===== config.mk =====
export PLATFORM = sky130hd
export DESIGN_NAME = hack_cpu_core
export DESIGN_NICKNAME = d
export VERILOG_FILES = /design/src/rtl/hack_pkg.sv /design/src/rtl/hack_alu.sv /design/src/rtl/hack_pc.sv /design/src/rtl/hack_cpu_core.sv
export SDC_FILE = /design/constraint.sdc
export NUM_CORES = 1
export LEC_CHECK = 0
export ABC_AREA = 0
export CORE_MARGIN = 2
export CORE_UTILIZATION = 58
export CTS_CLUSTER_DIAMETER = 80
export CTS_CLUSTER_SIZE = 14
export DETAILED_ROUTE_END_ITERATION = 7
export PLACE_DENSITY = 0.87
export SYNTH_ARGS = -nofsm -noshare
export SYNTH_HDL_FRONTEND = slang
export SYNTH_SLANG_ARGS = --single-unit

===== constraint.sdc =====
create_clock -name clock -period 15.8 [get_ports clock]
set_clock_uncertainty 0.15 [all_clocks]
set_input_delay 3.16 -clock clock [delete_from_list [all_inputs] [get_ports clock]]
set_output_delay 3.16 -clock clock [all_outputs]
set_load 0.02 [all_outputs]

===== src/rtl/hack_pkg.sv =====
// Shared constants, instruction field positions and decode helper for the Hack CPU core.
package hack_pkg;

  localparam int WORD_W = 16;
  localparam int PC_W   = 15;

  localparam int I_TYPE = 15;
  localparam int I_A    = 12;
  localparam int I_C_HI = 11;
  localparam int I_C_LO = 6;
  localparam int I_D_HI = 5;
  localparam int I_D_LO = 3;
  localparam int I_J_HI = 2;
  localparam int I_J_LO = 0;

  typedef struct packed {
    logic is_c;
    logic a;
    logic zx;
    logic nx;
    logic zy;
    logic ny;
    logic f;
    logic no;
    logic d_a;
    logic d_d;
    logic d_m;
    logic j_lt;
    logic j_eq;
    logic j_gt;
  } ctrl_t;

  function automatic ctrl_t decode(input logic [WORD_W-1:0] instr);
    ctrl_t c;
    c.is_c = instr[I_TYPE];
    c.a    = instr[I_A];
    {c.zx, c.nx, c.zy, c.ny, c.f, c.no} = instr[I_C_HI:I_C_LO];
    {c.d_a, c.d_d, c.d_m}               = instr[I_D_HI:I_D_LO];
    {c.j_lt, c.j_eq, c.j_gt}            = instr[I_J_HI:I_J_LO];
    return c;
  endfunction

endpackage


===== src/rtl/hack_alu.sv =====
// Hack ALU: zero/negate each operand, add or AND, optionally negate the result.
module hack_alu (
  input  logic [15:0] x,
  input  logic [15:0] y,
  input  logic        zx,
  input  logic        nx,
  input  logic        zy,
  input  logic        ny,
  input  logic        f,
  input  logic        no,
  output logic [15:0] out,
  output logic        zr,
  output logic        ng
);

  logic [15:0] xa;
  logic [15:0] ya;
  logic [15:0] res;

  always_comb begin
    // NOTE: every variable gets a default at the top of always_comb so no path can infer a latch.
    xa  = zx ? 16'h0000 : x;
    ya  = zy ? 16'h0000 : y;
    if (nx) xa = ~xa;
    if (ny) ya = ~ya;
    res = f ? (xa + ya) : (xa & ya);
    if (no) res = ~res;
  end

  assign out = res;
  assign zr  = (res == 16'h0000);
  assign ng  = res[15];

endmodule


===== src/rtl/hack_pc.sv =====
// Program counter register: synchronous reset has priority over load, load over increment.
module hack_pc #(
  parameter int PC_W         = 15,
  parameter int RESET_VECTOR = 0
) (
  input  logic            clock,
  input  logic            reset,
  input  logic            load,
  input  logic            inc,
  input  logic [PC_W-1:0] load_value,
  output logic [PC_W-1:0] pc
);

  always_ff @(posedge clock) begin
    // NOTE: sequential state uses non-blocking assignments so all registers update from pre-edge values.
    if (reset)     pc <= PC_W'(RESET_VECTOR);
    else if (load) pc <= load_value;
    else if (inc)  pc <= pc + PC_W'(1);
  end

endmodule


===== src/rtl/hack_cpu_core.sv =====
// Hack CPU core: decode, A/D registers, PC and ALU hookup, one instruction per clock.
// Optional halt detector enabled by defining HACK_CPU_HALT_DETECT_EN.
module hack_cpu_core
  import hack_pkg::*;
#(
  parameter int PC_W         = 15,
  parameter int RESET_VECTOR = 0
) (
  input  logic              clock,
  input  logic              reset,
  input  logic [WORD_W-1:0] instruction,
  input  logic [WORD_W-1:0] inM,
  output logic [WORD_W-1:0] outM,
  output logic              writeM,
  output logic [PC_W-1:0]   addressM,
  output logic [PC_W-1:0]   pc
`ifdef HACK_CPU_HALT_DETECT_EN
  ,
  output logic              halted
`endif
);

  ctrl_t             ctrl;
  logic [WORD_W-1:0] a_reg;
  logic [WORD_W-1:0] d_reg;
  logic [WORD_W-1:0] alu_y;
  logic              zr;
  logic              ng;
  logic              jmp;

  assign ctrl  = decode(instruction);
  // The a=0 path never looks at inM, so an unknown RAM value cannot leak in.
  assign alu_y = ctrl.a ? inM : a_reg;

  hack_alu u_alu (
    .x  (d_reg),
    .y  (alu_y),
    .zx (ctrl.zx),
    .nx (ctrl.nx),
    .zy (ctrl.zy),
    .ny (ctrl.ny),
    .f  (ctrl.f),
    .no (ctrl.no),
    .out(outM),
    .zr (zr),
    .ng (ng)
  );

  assign writeM   = ctrl.is_c & ctrl.d_m & ~reset;
  assign addressM = a_reg[PC_W-1:0];
  assign jmp      = ctrl.is_c & ((ctrl.j_lt & ng) | (ctrl.j_eq & zr) | (ctrl.j_gt & ~ng & ~zr));

  always_ff @(posedge clock) begin
    if (reset) begin
      a_reg <= '0;
      d_reg <= '0;
    end else if (!ctrl.is_c) begin
      a_reg <= {1'b0, instruction[I_TYPE-1:0]};
    end else begin
      if (ctrl.d_a) a_reg <= outM;
      if (ctrl.d_d) d_reg <= outM;
    end
  end

  // Jump target is the pre-edge A, even when the same instruction also writes A.
  hack_pc #(
    .PC_W        (PC_W),
    .RESET_VECTOR(RESET_VECTOR)
  ) u_pc (
    .clock     (clock),
    .reset     (reset),
    .load      (jmp),
    .inc       (1'b1),
    .load_value(addressM),
    .pc        (pc)
  );

`ifdef HACK_CPU_HALT_DETECT_EN
  always_ff @(posedge clock) begin
    if (reset) begin
      halted <= 1'b0;
    end else if (ctrl.is_c && ctrl.j_lt && ctrl.j_eq && ctrl.j_gt && (addressM == pc)) begin
      halted <= 1'b1;
    end
  end
`endif

endmodule


==> results.md, run 1 <==
- Total negative setup slack: 0 ns
- Pin count of the biggest net entering global routing: 64
- Power density relative to cell area: 94.8 nW/um^2
- Ys async rst share: 0%
- Clock Sink Count: 47
- Postcts setup bufs: 0
- Die Area: 8230 um^2
- Largest fanout on the critical path: 17
- Layout-stage area growth over the synthesis result: 18.0%
- Final period utilization: between 70 and 80%
- Diode insertion count for antenna repair: 0
- GR Overflow Total: 0
- Multiplexer share of the synthesized area: 12.7%
- Number of I/O port buffers: 80
- Highest routed layer: met4
- Total routed wirelength: 12,000 um
- Number of rows created at floorplan: 31
- Insertion delay of the later-clocked pin in the worst-skew pair: roughly 0.31 ns
- Fin area: 5140 um^2
- Endpoint kind of the worst setup timing path: output port
- Via count of the first global-routing pass: roughly 4,000
- Placeable core region: roughly 7300 um^2
- Fill cell count: 572
- Number of detailed-route iterations in the first pass: 6
- Setup crit start kind: input port
- Post-synthesis simple-gate area fraction: 24.3%
- Distinct cell type count after synthesis: 68
- Path category of the worst min-delay check: flip-flop to flip-flop
- Met1 Routed Length: 5180 um
- Final setup violation count: 0
- Met2 WL: 5750 um
- Unrepaired setup endpoints after global routing: false
- Number of buffers added to fix hold violations after cts: 0
- First-pass GRT wire length: approximately 20,000 um
- Worst Tran Pin Value: roughly 1.1 ns
- Commonest register cell after synthesis: dfxtp_1
- Result of the run: complete, no violations
- Number of buffers between clock root and the deepest sink: 2
- Overall power: 487 uW
- Nets in the synthesized netlist: 601
- Post-detailed-route wirelength per cell: 17.5 um
- Remaining max-slew budget at the tightest pin: 24.4%
- Static leakage: 0.00207 uW
- Worst EP arrival: 8.19 ns
- Final hold violation count: 0
- Total CTS buffers: 5
- H-tree level count: 2
- Post-synthesis instance area: 4360 um^2
- Die H: 90.7 um
- Share of final-layout standard cells stronger than drive strength 1: 6.98%
- Total routing resource utilization after global routing: between 20% and 30%
- Post-Syn Instances: ~550
- Net count reported at finish: around 640
- Placer Congestion: 0.885
- I/O pin total: 81
- Initial DRC count: 394
- Effective utilization at floorplan: 60.1%
- Max Fclk: 87.0 MHz
- TritonCTS clock tree: built
- Post_cts resized: 0
- Main combinational cell family by area after synthesis: simple AND/OR/NAND/NOR gates
- Required @ worst endpoint: 12.49 ns
- Synthesized flop and latch total: 47
- Post-Place Cell Area: 5030 um^2
- Number of enable-type register cells in the synthesized netlist: 0
- Syn_area_per_cell: between 7 and 8 um^2
- Number of antenna violations at the first check in global routing: 0
- Via count of the routed design: 4,224
- CTS clk-pin slew, worst paths: 0.09 ns
- Proportion of synthesized chip area in sequential cells: a little over a fifth
- Classification of the worst setup path: input port to output port
- Die W: 90.7 um
- Max Transition Viols Final: 0
- Compound-Gate Fraction of Synth Area: 15.8%
- Final ANT Viol Nets: 0
- Arithmetic-cell share of the synthesized area counting full adders, half adders and majority gates: approximately 5.3%
- Max VDD drop: just over 50 uV
- Maximum capacitance violations: 0
- Post-detailed-placement half-perimeter wirelength: 8630 um
- Warning count from the yosys run: 0
- Post-synthesis xor/xnor area fraction: 12.5%
- Routed met3 length: 876 um
- Cell chosen for the clock root: clkbuf_8
- Via density: 6.16
- Clock period minus final worst setup slack: 11.50 ns
- DRC Markers: 0
cell families (layout without fill, tap and decap cells):
group                    count (synthesis)  in the layout
XOR/XNOR                                62             62
AND/OR/NAND/NOR                        209            209
flip-flops                              47             47
buffers and inverters                   72            110
adder cells (fa/ha/maj)                 18             18
multiplexers                            50             50
AO/OA/AOI/OAI                           91             91
power by group:
part	switching (uW)	internal, uW	leakage (uW)	total (uW)
Combinational	144	109	0.00162	252
Sequential	10.9	130	0.000386	141
Clock	46.7	47.8	0.0000548	94.5
worst paths after layout:
| check | start | end | slack [ns] | depth (start not counted) |
|---|---|---|---|---|
| hold reg to reg | d_reg[8] | d_reg[8] | 0.31 | 2 |
| hold / removal | d_reg[8] | d_reg[8] | 0.31 | 2 |
| setup reg to reg | a_reg[0] | u_pc.pc[5] | 10.48 | 16 |
| setup / recovery | instruction[12] | outM[12] | 4.30 | 15 |
metal layers:
metal  up-vias  track usage, %
li1       1963               -
met1      2024            37.5
met2       214            48.9
met3        23            4.42
met4         0            9.62
met5         -               0
cell usage after synthesis (all sizes together) (3+ instances only):
cell type / n / area (um^2)
nand4: 4 / 25.0
or4: 4 / 33.8
a21oi: 33 / 169
dfxtp: 47 / 941
nor2: 66 / 248
a2111oi: 3 / 52.6
mux2i: 35 / 350
a31oi: 3 / 33.8
mux2: 15 / 203
nor3: 13 / 70.1
nand3b: 6 / 45.0
ha: 17 / 213
xnor2: 39 / 342
inv: 19 / 71.3
a211oi: 16 / 130
o211ai: 4 / 35.0
buf: 25 / 168
o21ai: 8 / 43.8
nand2: 44 / 165
clkbuf: 28 / 105
nor3b: 4 / 30.0
nand2b: 20 / 125
nand3: 8 / 40.0
o221ai: 3 / 26.3
nor2b: 15 / 93.8
and3: 12 / 75.1
xor2: 23 / 201
worst max-delay path: stages:
cell and delay (ns):
clkdlybuf4s50_1 1.14, mux2i_1 0.27, nor2_1 0.07, xor2_1 0.17, ha_1 0.27, inv_1 0.07, fa_1 0.40, nand2b_1 0.21
a21oi_2 0.25, o221ai_1 0.24, a2111oi_2 0.43, nor4_1 0.11, a311oi_1 0.31, xnor2_1 0.35, clkdlybuf4s50_1 0.72
per-stage QoR:
step	utilization (%)	setup WS, ns	hold WS (ns)	cells
finish	70.9	4.30	0.312	686
global route	70.9	3.94	0.341	686
CTS	70.9	4.37	0.314	686
detailed placement	69.3	4.39	0.301	678
global placement	69.3	4.56	0.294	678
floorplan	-	6.09	0.287	549
placed cells by master, fill, tap and decap left out, types with 2 or more instances in the layout:
cell / synthesis / routed
a211oi_1: 14 / 14
a211oi_2: 2 / 2
a21o_1: 2 / 2
a21oi_1: 32 / 32
a311oi_1: 2 / 2
a31oi_1: 2 / 2
and2_1: 2 / 2
and3_1: 12 / 12
and3b_1: 2 / 2
buf_4: 16 / 3
clkbuf_8: 0 / 5
clkdlybuf4s50_1: 0 / 79
dfxtp_1: 47 / 47
ha_1: 17 / 17
inv_1: 18 / 18
mux2_2: 6 / 6
mux2_4: 9 / 9
mux2i_1: 35 / 35
nand2_1: 44 / 44
nand2b_1: 20 / 20
nand3_1: 8 / 8
nand3b_1: 6 / 6
nand4_1: 4 / 4
nor2_1: 66 / 66
nor2b_1: 15 / 15
nor3_1: 12 / 12
nor3b_1: 4 / 4
o2111ai_1: 2 / 2
o211ai_1: 3 / 3
o21a_1: 2 / 2
o21ai_0: 7 / 7
o221ai_1: 3 / 3
o31ai_1: 2 / 2
or3_1: 2 / 2
or4_1: 3 / 3
xnor2_1: 39 / 39
xor2_1: 23 / 23
final cells by class:
class                           instances  area (um^2)  area share (%)
Clock buffer                            5         68.8            1.34
Clock inverter                          3         46.3           0.900
Inverter                               19         71.3            1.39
Multi-Input combinational cell        430         3070            59.8
Sequential cell                        47          941            18.3
Tap cell                               99          124            2.41
Timing Repair Buffer                   83          818            15.9
No activity file was read; power rests on OpenSTA's default activity.
==> inputs of run 2 (changes only) <==
--- a/config.mk
+++ b/config.mk
@@ -7,11 +7,11 @@
 export LEC_CHECK = 0
 export ABC_AREA = 0
 export CORE_MARGIN = 2
-export CORE_UTILIZATION = 58
+export CORE_UTILIZATION = 54
 export CTS_CLUSTER_DIAMETER = 80
 export CTS_CLUSTER_SIZE = 14
 export DETAILED_ROUTE_END_ITERATION = 7
-export PLACE_DENSITY = 0.87
+export PLACE_DENSITY = 0.82
 export SYNTH_ARGS = -nofsm -noshare
 export SYNTH_HDL_FRONTEND = slang
 export SYNTH_SLANG_ARGS = --single-unit
==> constraint.sdc (replaced) <==
create_clock -name clock -period 11.9 [get_ports clock]
set_clock_uncertainty 0.15 [all_clocks]
set_input_delay 2.38 -clock clock [delete_from_list [all_inputs] [get_ports clock]]
set_output_delay 2.38 -clock clock [all_outputs]
set_load 0.02 [all_outputs]
==> results.md, run 2 (same netlist as run 1, synthesis figures left out) <==
- Power density relative to cell area: 126 nW/um^2 (+33%)
- Largest fanout on the critical path: 17 (unchanged)
- Setup crit start kind: input port
- Pin count of the biggest net entering global routing: 64 (unchanged)
- Placeable core region: 7770 um^2 (+7.1%)
- Clock group share of total power: 19.3% (about the same)
- Slowest library cell on the worst path: clkdlybuf4s50_1
- Cell-internal power: 380 uW (+33%)
- Share of final-layout standard cells stronger than drive strength 1: 6.98% (unchanged)
- Multi-input combinational cell area: 3070 um^2 (unchanged)
- Total CTS buffers: 5 (unchanged)
- Final setup violation count: 0 (unchanged)
- First-pass GRT wire length: 19,300 um (-1.9%)
- Layout-stage area growth over the synthesis result: 18.1% (about the same)
- TritonCTS clock tree: built
- Worst setup path startpoint: instruction[12]
- Number of rows created at floorplan: 32 (+3.2%)
- Insertion delay of the later-clocked pin in the worst-skew pair: 0.32 ns (about the same)
- GR met2 Demand/Resource: 47.0% (-1.9 points)
- CP most frequent cell: clkdlybuf4s50_1
- Required @ worst endpoint: 9.37 ns (-3.12 ns)
- Most frequent cells in the layout: clkdlybuf4s50_1 (79), nor2_1 (66), dfxtp_1 (47), nand2_1 (44), xnor2_1 (39)
- Most frequent standard cell in the layout excluding fill and tap cells: clkdlybuf4s50_1
- Critical path, cell by cell: clkdlybuf4s50_1 -> mux2i_1 -> nor2_1 -> xor2_1 -> ha_1 -> inv_1 -> fa_1 -> nand2b_1 -> a21oi_2 -> o221ai_1 -> a2111oi_2 -> nor4_1 -> a311oi_1 -> xnor2_1 -> clkdlybuf4s50_1
- Via count of the routed design: 4,063 (-3.8%)
- Postcts setup bufs: 0 (unchanged)
- Number of antenna violations at the first check in global routing: 0 (unchanged)
- Via density: 5.90 (-4.2%)
- Total negative setup slack: 0 ns (unchanged)
- Met1 Track Usage GR: 36.2% (-1.3 points)
- Die Area: 8810 um^2 (+7.1%)
- Post-detailed-route wirelength per cell: 17.3 um (-1.2%)
- Final period utilization: between 80% and 90%
- Clock period minus final worst setup slack: 9.90 ns
- CTS clk-pin slew, worst paths: 0.09 ns (about the same)
- Area used by sequential logic in the layout: 941 um^2 (unchanged)
- Diode insertion count for antenna repair: 0 (unchanged)
- R2R cell count: 16 (unchanged)
- GRT Max-Usage Layer: met2
- Static leakage: 0.00207 uW (unchanged)
- Slack of the worst reg-to-reg path: 6.69 ns (-3.79 ns)
- Post_cts resized: 0 (unchanged)
- Number of buffers between clock root and the deepest sink: 2 (unchanged)
- Total routed wirelength: 11,900 um (-0.82%)
- Destination of the critical timing path: outM[12]
- Max Fclk: between 100 and 150 MHz
- Placer Congestion: 0.985 (+11%)
- Switching portion of total power: 41.2% (-0.078 points)
- Global Route met3 Usage: 2.89% (-1.5 points)
- Startpoint of the worst-slack reg-to-reg timing path: a_reg[0]
- Post-detailed-placement half-perimeter wirelength: 8740 um (+1.3%)
- Combinational Power Share: 51.8% (about the same)
- Classification of the worst setup path: input port to output port
- Number of I/O port buffers: 80 (unchanged)
- Number of buffers added to fix hold violations after cts: 0 (unchanged)
- Net count reported at finish: 638 (unchanged)
- Die W: 93.8 um (+3.5%)
- Path category of the worst min-delay check: flip-flop to flip-flop
- Fill cell count: 659 (+15%)
- Endpoint kind of the worst setup timing path: output port
- Proportion of power drawn by flip-flops and latches: 28.8% (about the same)
- DRC Markers: 0 (unchanged)
- Overall power: 646 uW (+33%)
- Clock Sink Count: 47 (unchanged)
- Worst Tran Pin Value: 1.15 ns (+0.0191 ns)
- Remaining max-slew budget at the tightest pin: 22.8% (-1.5 points)
- Result of the run: complete, no violations
- Initial DRC count: 274 (-30%)
- NetSw: 266 uW (+32%)
- I/O pin total: 81 (unchanged)
- Final hold violation count: 0 (unchanged)
- Effective utilization at floorplan: 56.1% (-4.0 points)
- Die H: 93.8 um (+3.5%)
- R2r endpoint: u_pc.pc[0]
- GR Overflow Total: 0 (unchanged)
- Maximum capacitance violations: 0 (unchanged)
- Final ANT Viol Nets: 0 (unchanged)
- Via count of the first global-routing pass: 3,823 (-4.2%)
- Worst EP arrival: 7.37 ns (-0.82 ns)
- Cell chosen for the clock root: clkbuf_8
- CP max stage delay: 1.16 ns (+0.02 ns)
- Number of detailed-route iterations in the first pass: 5 (-1)
- Max VDD drop: 75.1 uV (+49%)
- H-tree level count: 2 (unchanged)
- Max Transition Viols Final: 0 (unchanged)
- Unrepaired setup endpoints after global routing: false
- Total routing resource utilization after global routing: 27.2% (-1.7 points)
[run 2: worst min-delay path by stage]
stage	to	slack, ns	startpoint	cells after the start
6_report	d_reg[4]	0.31	d_reg[4]	2
5_1_grt	d_reg[6]	0.33	d_reg[6]	2
4_1_cts	d_reg[8]	0.31	d_reg[8]	2
3_5_place_dp	d_reg[8]	0.30	d_reg[8]	2
3_3_place_gp	d_reg[11]	0.29	d_reg[11]	2
2_1_floorplan	d_reg[0]	0.29	d_reg[0]	2
[run 2: final cells by class]
cell class / count / area share, %
Multi-Input combinational cell: 430 / 59.7
Clock buffer: 5 / 1.34
Inverter: 19 / 1.39
Sequential cell: 47 / 18.3
Clock inverter: 3 / 0.899
Timing Repair Buffer: 83 / 15.9
Tap cell: 102 / 2.48
[run 2: critical path, delay by kind of cell]
family                   cells  cell delay [ns]
XOR/XNOR                     2             0.50
adder cells (fa/ha/maj)      2             0.65
AND/OR/NAND/NOR              3             0.37
AO/OA/AOI/OAI                4             1.23
buffers and inverters        3             1.95
multiplexers                 1             0.28
[run 2: through the flow]
stage | utilization [%] | area (um^2) | hold slack (ns) | worst slack (ns) | instances
6_report | 66.3 | 5150 | 0.312 | 2.00 | 689
5_1_grt | 66.3 | 5150 | 0.333 | 1.73 | 689
4_1_cts | 66.3 | 5150 | 0.312 | 2.09 | 689
3_5_place_dp | 64.8 | 5030 | 0.297 | 2.10 | 681
3_3_place_gp | 64.8 | 5030 | 0.294 | 2.24 | 681
2_1_floorplan | - | 4360 | 0.287 | 3.75 | 549
[run 2: per-layer routing]
layer  vias up  wire (um)
li1       1954          -
met1      1927       5250
met2       161       5780
met3        21        673
met4         0        228
met5         -          0
[run 2: power groups by stage]
stage | sequential [uW] | combinational [uW] | clock, uW
5_1_grt | 188 | 360 | 131
4_1_cts | 186 | 332 | 125
2_1_floorplan | 191 | 227 | 0
6_report | 186 | 335 | 125
3_3_place_gp | 189 | 322 | 0
3_5_place_dp | 190 | 330 | 0
==> inputs of run 3 (changes only) <==
--- a/config.mk
+++ b/config.mk
@@ -7,11 +7,11 @@
 export LEC_CHECK = 0
 export ABC_AREA = 0
 export CORE_MARGIN = 2
-export CORE_UTILIZATION = 54
+export CORE_UTILIZATION = 49
 export CTS_CLUSTER_DIAMETER = 80
 export CTS_CLUSTER_SIZE = 14
 export DETAILED_ROUTE_END_ITERATION = 7
-export PLACE_DENSITY = 0.82
+export PLACE_DENSITY = 0.79
 export SYNTH_ARGS = -nofsm -noshare
 export SYNTH_HDL_FRONTEND = slang
 export SYNTH_SLANG_ARGS = --single-unit
==> constraint.sdc (replaced) <==
create_clock -name clock -period 8.4 [get_ports clock]
set_clock_uncertainty 0.15 [all_clocks]
set_input_delay 1.68 -clock clock [delete_from_list [all_inputs] [get_ports clock]]
set_output_delay 1.68 -clock clock [all_outputs]
set_load 0.02 [all_outputs]
==> results.md, run 3 (same netlist as run 1, synthesis figures left out) <==
- Result of the run: complete, no violations
- Launch point of the worst hold path: d_reg[11]
- Post-Place Cell Area: 5110 um^2 (+1.5%)
- Postcts setup bufs: 0 (unchanged)
- Die W: 98.3 um (+4.8%)
- TritonCTS clock tree: built
- Path category of the worst min-delay check: flip-flop to flip-flop
- Met1 Track Usage GR: 31.1% (-5.1 points)
- GR Overflow Total: 0 (unchanged)
- Final setup violation count: 0 (unchanged)
- Final WS setup: 0.611 ns (-1.38 ns)
- Setup crit start kind: input port
- Post-detailed-placement half-perimeter wirelength: 8670 um (-0.86%)
- Most frequent standard cell in the layout excluding fill and tap cells: clkdlybuf4s50_1
- Total routing resource utilization after global routing: 23.9% (-3.3 points)
- Placeable core region: 8680 um^2 (+12%)
- Pin count of the biggest net entering global routing: 64 (unchanged)
- Via density: 5.76 (-2.3%)
- I/O pin total: 81 (unchanged)
- R2r endpoint: u_pc.pc[5]
- Post_cts resized: 0 (unchanged)
- Final hold violation count: 0 (unchanged)
- Startpoint of the worst-slack reg-to-reg timing path: a_reg[0]
- Die H: 98.3 um (+4.8%)
- Clock period minus final worst setup slack: 7.79 ns
- R2R cell count: 16 (unchanged)
- Most frequent cells in the layout: clkdlybuf4s50_1 (79), nor2_1 (66), dfxtp_1 (47), nand2_1 (44), xnor2_1 (39)
- Power density relative to cell area: 176 nW/um^2 (+41%)
- GR met2 Demand/Resource: 39.3% (-7.7 points)
- Number of antenna violations at the first check in global routing: 0 (unchanged)
- Cell chosen for the clock root: clkbuf_8
- First-pass GRT wire length: 19,300 um (about the same)
- Total negative setup slack: 0 ns (unchanged)
- Static leakage: 0.00211 uW (+2.1%)
- Endpoint kind of the worst setup timing path: output port
- Net count reported at finish: 647 (+1.4%)
- Effective utilization at floorplan: 50.2% (-5.9 points)
- Total routed wirelength: 11,500 um (-3.8%)
- Number of buffers added to fix hold violations after cts: 0 (unchanged)
- Max VDD drop: 80.4 uV (+6.9%)
- Max Transition Viols Final: 0 (unchanged)
- Via count of the routed design: 4,056 (-0.17%)
- Clock Sink Count: 47 (unchanged)
- CTS clk-pin slew, worst paths: 0.10 ns (about the same)
- Hold Crit Depth: 2 (unchanged)
- Number of buffers between clock root and the deepest sink: 2 (unchanged)
- Share of final-layout standard cells stronger than drive strength 1: 8.39% (+1.4 points)
- Layout-stage area growth over the synthesis result: 19.8%
- Maximum capacitance violations: 0 (unchanged)
- GRT Max-Usage Layer: met2
- Fin area: 5220 um^2 (+1.5%)
- Initial DRC count: 244 (-11%)
- Max Fclk: about 130 MHz
- Overall power: 922 uW (+43%)
- Unrepaired setup endpoints after global routing: false
- Endpoint of the worst hold-timing path: d_reg[11]
- Insertion delay of the later-clocked pin in the worst-skew pair: 0.31 ns (about the same)
- H-tree level count: 2 (unchanged)
- Diode insertion count for antenna repair: 0 (unchanged)
- Number of rows created at floorplan: 34 (+6.3%)
- Die Area: 9670 um^2 (+9.8%)
- Worst Tran Pin Value: 1.15 ns (-0.00124 ns)
- Required @ worst endpoint: 6.57 ns (-2.80 ns)
- Final period utilization: 92.7%
- Remaining max-slew budget at the tightest pin: 23.2% (+0.32 points)
- Largest fanout on the critical path: 17 (unchanged)
- Global Route met3 Usage: 4.44% (+1.5 points)
- Number of detailed-route iterations in the first pass: 6 (+1)
- Via count of the first global-routing pass: 3,975 (+4.0%)
- Post-detailed-route wirelength per cell: 16.3 um (-5.9%)
- Setup slack at placement: 0.654 ns (-1.45 ns)
- Slack of the worst reg-to-reg path: 3.28 ns (-3.41 ns)
- Total CTS buffers: 5 (unchanged)
- Final ANT Viol Nets: 0 (unchanged)
- Classification of the worst setup path: input port to output port
- Post-Route Utilization: 60.2% (-6.1 points)
- Placer Congestion: 0.932 (-5.4%)
- DRC Markers: 0 (unchanged)
- Worst EP arrival: 5.96 ns (-1.41 ns)
- Number of I/O port buffers: 80 (unchanged)
run 3: changes by cell type in the layout (fill, tap and decap cells not counted):
cell   delta
buf_4     +9
run 3: how the worst max path moves through the flow:
stage,end,slack [ns],start,depth (start not counted)
after floorplan,outM[14],1.65,instruction[12],13
after global placement,outM[12],0.80,instruction[11],15
after detailed placement,outM[12],0.65,instruction[11],15
after CTS,outM[12],0.66,instruction[11],15
after global routing,outM[12],0.44,instruction[11],15
final,outM[14],0.61,instruction[11],15
run 3: area by class of cell:
| cell class | count | area, um^2 |
|---|---|---|
| inverters | 19 | 71.3 |
| flip-flops and latches | 47 | 941 |
| fillers | 760 | 3460 |
| multi-input cells | 430 | 3070 |
| repair buffers | 92 | 886 |
| clock inverters | 3 | 46.3 |
| clock buffers | 5 | 68.8 |
| well taps | 108 | 135 |
run 3: power breakdown:
part           total, uW  internal (uW)  switching, uW
Clock                176           89.8           86.6
Sequential           264            244           19.3
Combinational        482            213            269
Total                922            547            375
run 3: worst max-delay path: stages:
cell and delay [ns]:
clkdlybuf4s50_1 0.67, nand2b_1 0.30, xnor2_1 0.15, ha_1 0.25, inv_1 0.08, fa_1 0.39, nand2b_1 0.20, a21oi_2 0.25
o221ai_1 0.24, a21oi_1 0.25, a211oi_1 0.11, a2111oi_1 0.44, xnor2_1 0.17, buf_4 0.16, clkdlybuf4s50_1 0.60
run 3: stage by stage:
step,hold slack (ns),instances
6_report,0.318,704
3_5_place_dp,0.303,696
5_1_grt,0.338,704
2_1_floorplan,0.287,549
3_3_place_gp,0.293,696
4_1_cts,0.318,704
run 3: routing by layer:
layer  up-vias  part of all wire, %
met5         -                    0
met4         0                  2.9
met3        29                  5.7
met2       145                   47
met1      1892                   44
li1       1990                    -
